==> config.mk <==
export PLATFORM = sky130hd
export DESIGN_NAME = vme_system_controller
export DESIGN_NICKNAME = d
export VERILOG_FILES = /design/src/rtl/vme_defs.sv /design/src/rtl/vme_bus_timer.sv /design/src/rtl/vme_sync2.sv /design/src/rtl/vme_system_controller.sv
export SDC_FILE = /design/constraint.sdc
export NUM_CORES = 1
export LEC_CHECK = 0
export CORE_UTILIZATION = 55
export CTS_BUF_LIST = sky130_fd_sc_hd__clkbuf_8
export CTS_CLUSTER_DIAMETER = 60
export DETAILED_ROUTE_END_ITERATION = 12
export GPL_TIMING_DRIVEN = 0
export HOLD_SLACK_MARGIN = 0.08
export PLACE_DENSITY = 0.77
export SYNTH_ARGS = -nofsm -noshare
export SYNTH_HDL_FRONTEND = slang
export SYNTH_SLANG_ARGS = --single-unit
==> constraint.sdc <==
create_clock -name clock -period 3.5 [get_ports clock]
set_clock_uncertainty 0.1 [all_clocks]
set_input_delay 0.7 -clock clock [delete_from_list [all_inputs] [get_ports clock]]
set_output_delay 0.7 -clock clock [all_outputs]
set_load 0.005 [all_outputs]
==> src/rtl/vme_defs.sv <==
// Shared VME controller definitions: signal polarity, arbiter state encoding,
// default timeouts and the level-selection helper used by the arbiter.
package vme_defs;

  localparam logic ACTIVE   = 1'b0;
  localparam logic INACTIVE = 1'b1;

  localparam int DEF_GRANT_TIMEOUT = 32;
  localparam int DEF_BUS_TIMEOUT   = 256;
  localparam int DEF_CNT_W         = 9;

  typedef enum logic [1:0] {
    ARB_IDLE  = 2'd0,
    ARB_GRANT = 2'd1,
    ARB_OWNED = 2'd2
  } arb_state_t;

  // Round robin searches ptr-1, ptr-2, ... with wrap; the nearest candidate is
  // visited last so it wins.
  function automatic logic [1:0] pick_level(input logic [3:0] br_b,
                                            input logic       rr,
                                            input logic [1:0] ptr);
    logic [1:0] lvl;
    logic [1:0] cand;
    lvl  = 2'd0;
    cand = 2'd0;
    if (rr) begin
      for (int i = 3; i >= 0; i--) begin
        cand = ptr - 2'(i + 1);
        if (br_b[cand] == ACTIVE) lvl = cand;
      end
    end else begin
      for (int i = 0; i < 4; i++) begin
        if (br_b[i] == ACTIVE) lvl = 2'(i);
      end
    end
    return lvl;
  endfunction

endpackage

==> src/rtl/vme_bus_timer.sv <==
// Global bus timer: forces BERR when a data strobe stays unanswered too long,
// and holds it until the strobe is withdrawn.
module vme_bus_timer
  import vme_defs::*;
#(
  parameter int BUS_TIMEOUT = DEF_BUS_TIMEOUT,
  parameter int CNT_W       = DEF_CNT_W
) (
  input  logic       clock,
  input  logic       reset,
  input  logic [1:0] ds_s,
  input  logic       dtack_s,
  input  logic       berr_in_s,
  output logic       berr_out,
  output logic       timeout_event
);

  localparam logic [CNT_W-1:0] LIMIT_LAST = CNT_W'(BUS_TIMEOUT - 1);
  localparam logic [CNT_W-1:0] LIMIT_SAT  = CNT_W'(BUS_TIMEOUT);

  logic [CNT_W-1:0] cnt;
  logic             armed;

  // A DTACK or foreign BERR seen on the limit cycle disarms, so it wins the race.
  assign armed = (ds_s != 2'b11) && (dtack_s == INACTIVE) &&
                 (berr_in_s == INACTIVE) && (berr_out == INACTIVE);

  always_ff @(posedge clock or negedge reset) begin
    if (!reset) begin
      cnt           <= '0;
      berr_out      <= INACTIVE;
      timeout_event <= 1'b0;
    end else begin
      timeout_event <= 1'b0;
      if (berr_out == ACTIVE) begin
        if (ds_s == 2'b11) begin
          berr_out <= INACTIVE;
          cnt      <= '0;
        end
      end else if (armed) begin
        if (cnt == LIMIT_LAST) begin
          berr_out      <= ACTIVE;
          timeout_event <= 1'b1;
        end
        if (cnt != LIMIT_SAT) cnt <= cnt + CNT_W'(1);
      end else begin
        cnt <= '0;
      end
    end
  end

endmodule

==> src/rtl/vme_sync2.sv <==
// Generic two-flop synchronizer for one active-low asynchronous line; idles inactive.
module vme_sync2
  import vme_defs::*;
(
  input  logic clock,
  input  logic reset,
  input  logic d,
  output logic q
);

  logic meta;

  always_ff @(posedge clock or negedge reset) begin
    if (!reset) begin
      meta <= INACTIVE;
      q    <= INACTIVE;
    end else begin
      meta <= d;
      q    <= meta;
    end
  end

endmodule

==> src/rtl/vme_system_controller.sv <==
// VME slot-1 system controller: bus arbiter driving the BG daisy-chain heads
// plus the global bus timer.
//
// state     | meaning
// ARB_IDLE  | no grant out; arbitrate when a request is seen and BBSY is free
// ARB_GRANT | one BG low, waiting for the requester to take BBSY
// ARB_OWNED | bus taken, all BG high until BBSY is released
module vme_system_controller
  import vme_defs::*;
#(
  parameter bit ARB_ROUND_ROBIN = 1'b0,
  parameter int GRANT_TIMEOUT   = DEF_GRANT_TIMEOUT,
  parameter int BUS_TIMEOUT     = DEF_BUS_TIMEOUT,
  parameter int CNT_W           = DEF_CNT_W
) (
  input  logic       clock,
  input  logic       reset,
  input  logic [3:0] vme_bus_request,
  input  logic       vme_bus_busy,
  output logic [3:0] vme_bus_grant,
  input  logic [1:0] vme_ds,
  input  logic       vme_dtack,
  input  logic       vme_berr_in,
  output logic       vme_berr_out,
  output logic [1:0] granted_level,
  output logic       timeout_event
);

  localparam logic [CNT_W-1:0] GRANT_LAST = CNT_W'(GRANT_TIMEOUT - 1);

  logic [8:0] async_in;
  logic [8:0] sync_out;
  logic [3:0] br_s;
  logic       bbsy_s;
  logic [1:0] ds_s;
  logic       dtack_s;
  logic       berr_in_s;

  assign async_in = {vme_bus_request, vme_bus_busy, vme_ds, vme_dtack, vme_berr_in};
  assign {br_s, bbsy_s, ds_s, dtack_s, berr_in_s} = sync_out;

  for (genvar i = 0; i < 9; i++) begin : g_sync
    vme_sync2 u_sync (
      .clock (clock),
      .reset (reset),
      .d     (async_in[i]),
      .q     (sync_out[i])
    );
  end

  arb_state_t       state;
  logic [CNT_W-1:0] arb_cnt;
  logic [1:0]       rr_ptr;
  logic [1:0]       sel_level;
  logic             any_req;

  assign any_req   = (br_s != 4'b1111);
  assign sel_level = pick_level(br_s, ARB_ROUND_ROBIN, rr_ptr);

  always_ff @(posedge clock or negedge reset) begin
    if (!reset) begin
      state         <= ARB_IDLE;
      arb_cnt       <= '0;
      rr_ptr        <= '0;
      vme_bus_grant <= 4'b1111;
      granted_level <= '0;
    end else begin
      case (state)
        ARB_IDLE: begin
          if (any_req && (bbsy_s == INACTIVE)) begin
            vme_bus_grant <= ~(4'b0001 << sel_level);
            granted_level <= sel_level;
            arb_cnt       <= '0;
            state         <= ARB_GRANT;
          end
        end
        ARB_GRANT: begin
          if (bbsy_s == ACTIVE) begin
            vme_bus_grant <= 4'b1111;
            state         <= ARB_OWNED;
            if (ARB_ROUND_ROBIN) rr_ptr <= granted_level;
          end else if (arb_cnt == GRANT_LAST) begin
            vme_bus_grant <= 4'b1111;
            state         <= ARB_IDLE;
          end else begin
            arb_cnt <= arb_cnt + CNT_W'(1);
          end
        end
        ARB_OWNED: begin
          if (bbsy_s == INACTIVE) state <= ARB_IDLE;
        end
        default: begin
          vme_bus_grant <= 4'b1111;
          state         <= ARB_IDLE;
        end
      endcase
    end
  end

  vme_bus_timer #(
    .BUS_TIMEOUT (BUS_TIMEOUT),
    .CNT_W       (CNT_W)
  ) u_bus_timer (
    .clock         (clock),
    .reset         (reset),
    .ds_s          (ds_s),
    .dtack_s       (dtack_s),
    .berr_in_s     (berr_in_s),
    .berr_out      (vme_berr_out),
    .timeout_event (timeout_event)
  );

endmodule

==> impl_results.md <==
- Status: finished clean
- Wirelength per Cell: 13.70 um
- Crit Path Class: register to output port
- Synth warn: 0
- Hold WS: 0.2556 ns
- Via count: 1,395
- CTS buffer count: 5
- Count of pins over their slew limit: 0
- WP data arrival: 1.37 ns
- Post-Syn Area: 1994 sq um
- Final setup fails: 0
- IO Port Bufs: 18
- Largest area contributor in the netlist: dfstp_2
- Internal power: 0.0007795 W
- Hold Violations, Final: 0
- # clock sinks: 46
- Layout area overhead: 17.38%
- Syn Area/Cell: 11.87 sq um
- Die Area: 3871 sq um
- Die width: 62.22 um
- Routed WL: 3301 um
- Flop2flop setup slack: 1.54 ns
- Buffer depth of the longest clock path: 2
- Routability cong.: 0.8367
- Total power: 0.001023 W
- Post-synthesis sequential area ratio: 59.16%
- Remaining global-route overflow: 0
- Die extent in y: 62.22 um
- Htree depth: 2
- Seq cells post-synth: 46
- CTS clk-pin slew, worst paths: 0.08 ns
- First-pass GRT wire length: 5809 um
- Share of cells above drive strength 1: 22.56%
- CP max FO: 5
- Max-cap violations: 0
- Logic pwr share: 11.7%
- Vias in the first global route: 1,399
- R2R depth: 7
- Drt drc: 0
- Worst path max stage delay: 0.57 ns
- Hold_buf cts: 0
- Detailed router's first-iteration violation count: 134
- Crit. End Element: output port
- Post-synth EDFFs: 0
- Buf+Inv Stages, Crit Path: 1
- Switching share of power: 23.77%
- Top FF cell, synth: dfstp_2
- CP required: 2.70 ns
- Switching power: 0.0002431 W
- Vias per inst: 5.788
- ANT cells: 0
- FMAX: 460.9 MHz
- Worst Setup SP: u_bus_timer.berr_out
- Post-CTS setup buffer count: 0
- RSZ-0062 raised after global routing: false
- Post-synth top cells: dfrtp_1, dfstp_2, nand2_1
- Netlist cell types: 42
- Largest net degree at the start of global routing: 28
- Slowest cell on crit path: dfstp_2
- Leak Pwr: 1.041 nW
- Min-delay worst type: input pin to asynchronous set/reset pin
- Antenna violations before repair: 0
- Skew-Pair Late Insertion Delay: 0.29 ns
- Starting Density: 58.39%
- P per Cell Area: 436.8 nW/um^2
- Clk network pwr share: 30.1%
- Critical-path cell list: clkdlybuf4s50_1
- DPL Wire Length: 2391 um
- Maximum vdd ir drop: 276.6 uV
- All-layer global routing usage: 19.45%
- Crit path time final: 2.170 ns
- Asr flop ratio synth: 100.0%
- Ranking of synthesized cells by area: dfstp_2, dfrtp_1, mux2_2
- Total core area: 3416 sq um
- Top cell family by delay on the critical path: flip-flops
- Top-area cell type share of the netlist area: 30.30%
- Period utilization: 61.99%
- Worst Tran Pin Value: 0.4860 ns
- Crit. path cell count: 1
- CTS tree: done
- DR pass1 iterations: 4
- R2r endpoint: u_bus_timer.cnt[8]
- Worst Setup Start Kind: register
- Setup crit end: vme_berr_out
- Flop pwr share: 58.3%
- Final setup TNS: 0 ns
- Cells after Synth: 168
- # resized after CTS: 0
- I/O pin total: 19
- Rows: 21
- Max-slew headroom: 67.60%
- Worst flop-to-flop path startpoint: u_bus_timer.cnt[0]
- Syn_nets: 183
- Post-route ant nets: 0
- CTS root buffer: clkbuf_8
- Nets: 209
-- routing by layer --
metal / wire [um] / track usage, % / vias to the layer above
met5: 0 / 0 / -
met4: 86 / 9.884 / 0
met3: 126 / 4.596 / 12
met2: 1723 / 33.24 / 40
met1: 1365 / 22.85 / 686
li1: - / - / 657
-- worst min path at each step --
stage,start,to,slack (ns),cells after the start
global placement,g_sync[1].u_sync.meta,g_sync[1].u_sync.q,0.25,0
floorplan,g_sync[0].u_sync.meta,g_sync[0].u_sync.q,0.25,0
finish,reset,arb_cnt[5],0.26,1
CTS,g_sync[4].u_sync.meta,g_sync[4].u_sync.q,0.26,0
detailed placement,g_sync[7].u_sync.meta,g_sync[7].u_sync.q,0.25,0
global route,g_sync[7].u_sync.meta,g_sync[7].u_sync.q,0.26,0
-- stage by stage --
stage                     util, %  cells  area (sq um)  worst slack [ns]
final                       68.53    241          2341             1.330
after global placement      65.35    232          2232            0.5591
after global routing        68.53    241          2341             1.304
after CTS                   68.53    241          2341             1.322
after detailed placement    66.01    233          2255             1.579
after floorplan                 -    168          1994             1.664
-- flip-flops by register name, summed over array words and instances, names as in the netlist --
signal / cells
arb_cnt: 9
g_sync.u_sync.meta: 9
g_sync.u_sync.q: 9
granted_level: 2
state: 2
u_bus_timer.berr_out: 1
u_bus_timer.cnt: 9
u_bus_timer.timeout_event: 1
vme_bus_grant: 4
-- layout by cell type, fill, tap and decap left out, types with 6 or more instances in the layout --
cell / n
and3_1: 6
clkdlybuf4s50_1: 17
dfrtp_1: 23
dfstp_2: 23
inv_1: 8
mux2_2: 6
nand2_1: 16
nand3_1: 8
o21ai_0: 7
-- power groups by stage --
stage / registers (W) / clock network [W] / logic [W]
4_1_cts: 0.000596 / 0.000321 / 0.000121
5_1_grt: 0.000600 / 0.000334 / 0.000133
3_3_place_gp: 0.000603 / 0 / 0.000114
2_1_floorplan: 0.000601 / 0 / 0.0000643
3_5_place_dp: 0.000605 / 0 / 0.000121
6_report: 0.000596 / 0.000307 / 0.000119
-- area by class of cell --
type,count,area (sq um)
inverters,7,26.28
clock buffers,5,68.82
multi-input cells,110,745.7
plain buffers,5,42.54
well taps,46,57.56
clock inverters,3,17.52
flip-flops and latches,46,1180
repair buffers,19,202.7
fillers,258,1075
-- logic make-up (layout without fill, tap and decap cells) --
group / count (synthesis) / in the layout / share of synthesized area, %
adders and majority gates: 4 / 4 / 2.510
muxes: 7 / 7 / 3.889
AOI/OAI and AO/OA: 35 / 35 / 12.92
DFF: 46 / 46 / 59.16
xor gates and xnor gates: 1 / 1 / 0.4392
and+or+nand+nor: 63 / 63 / 17.63
buffers and inverters: 12 / 39 / 3.450
No activity file was read; power rests on OpenSTA's default activity.
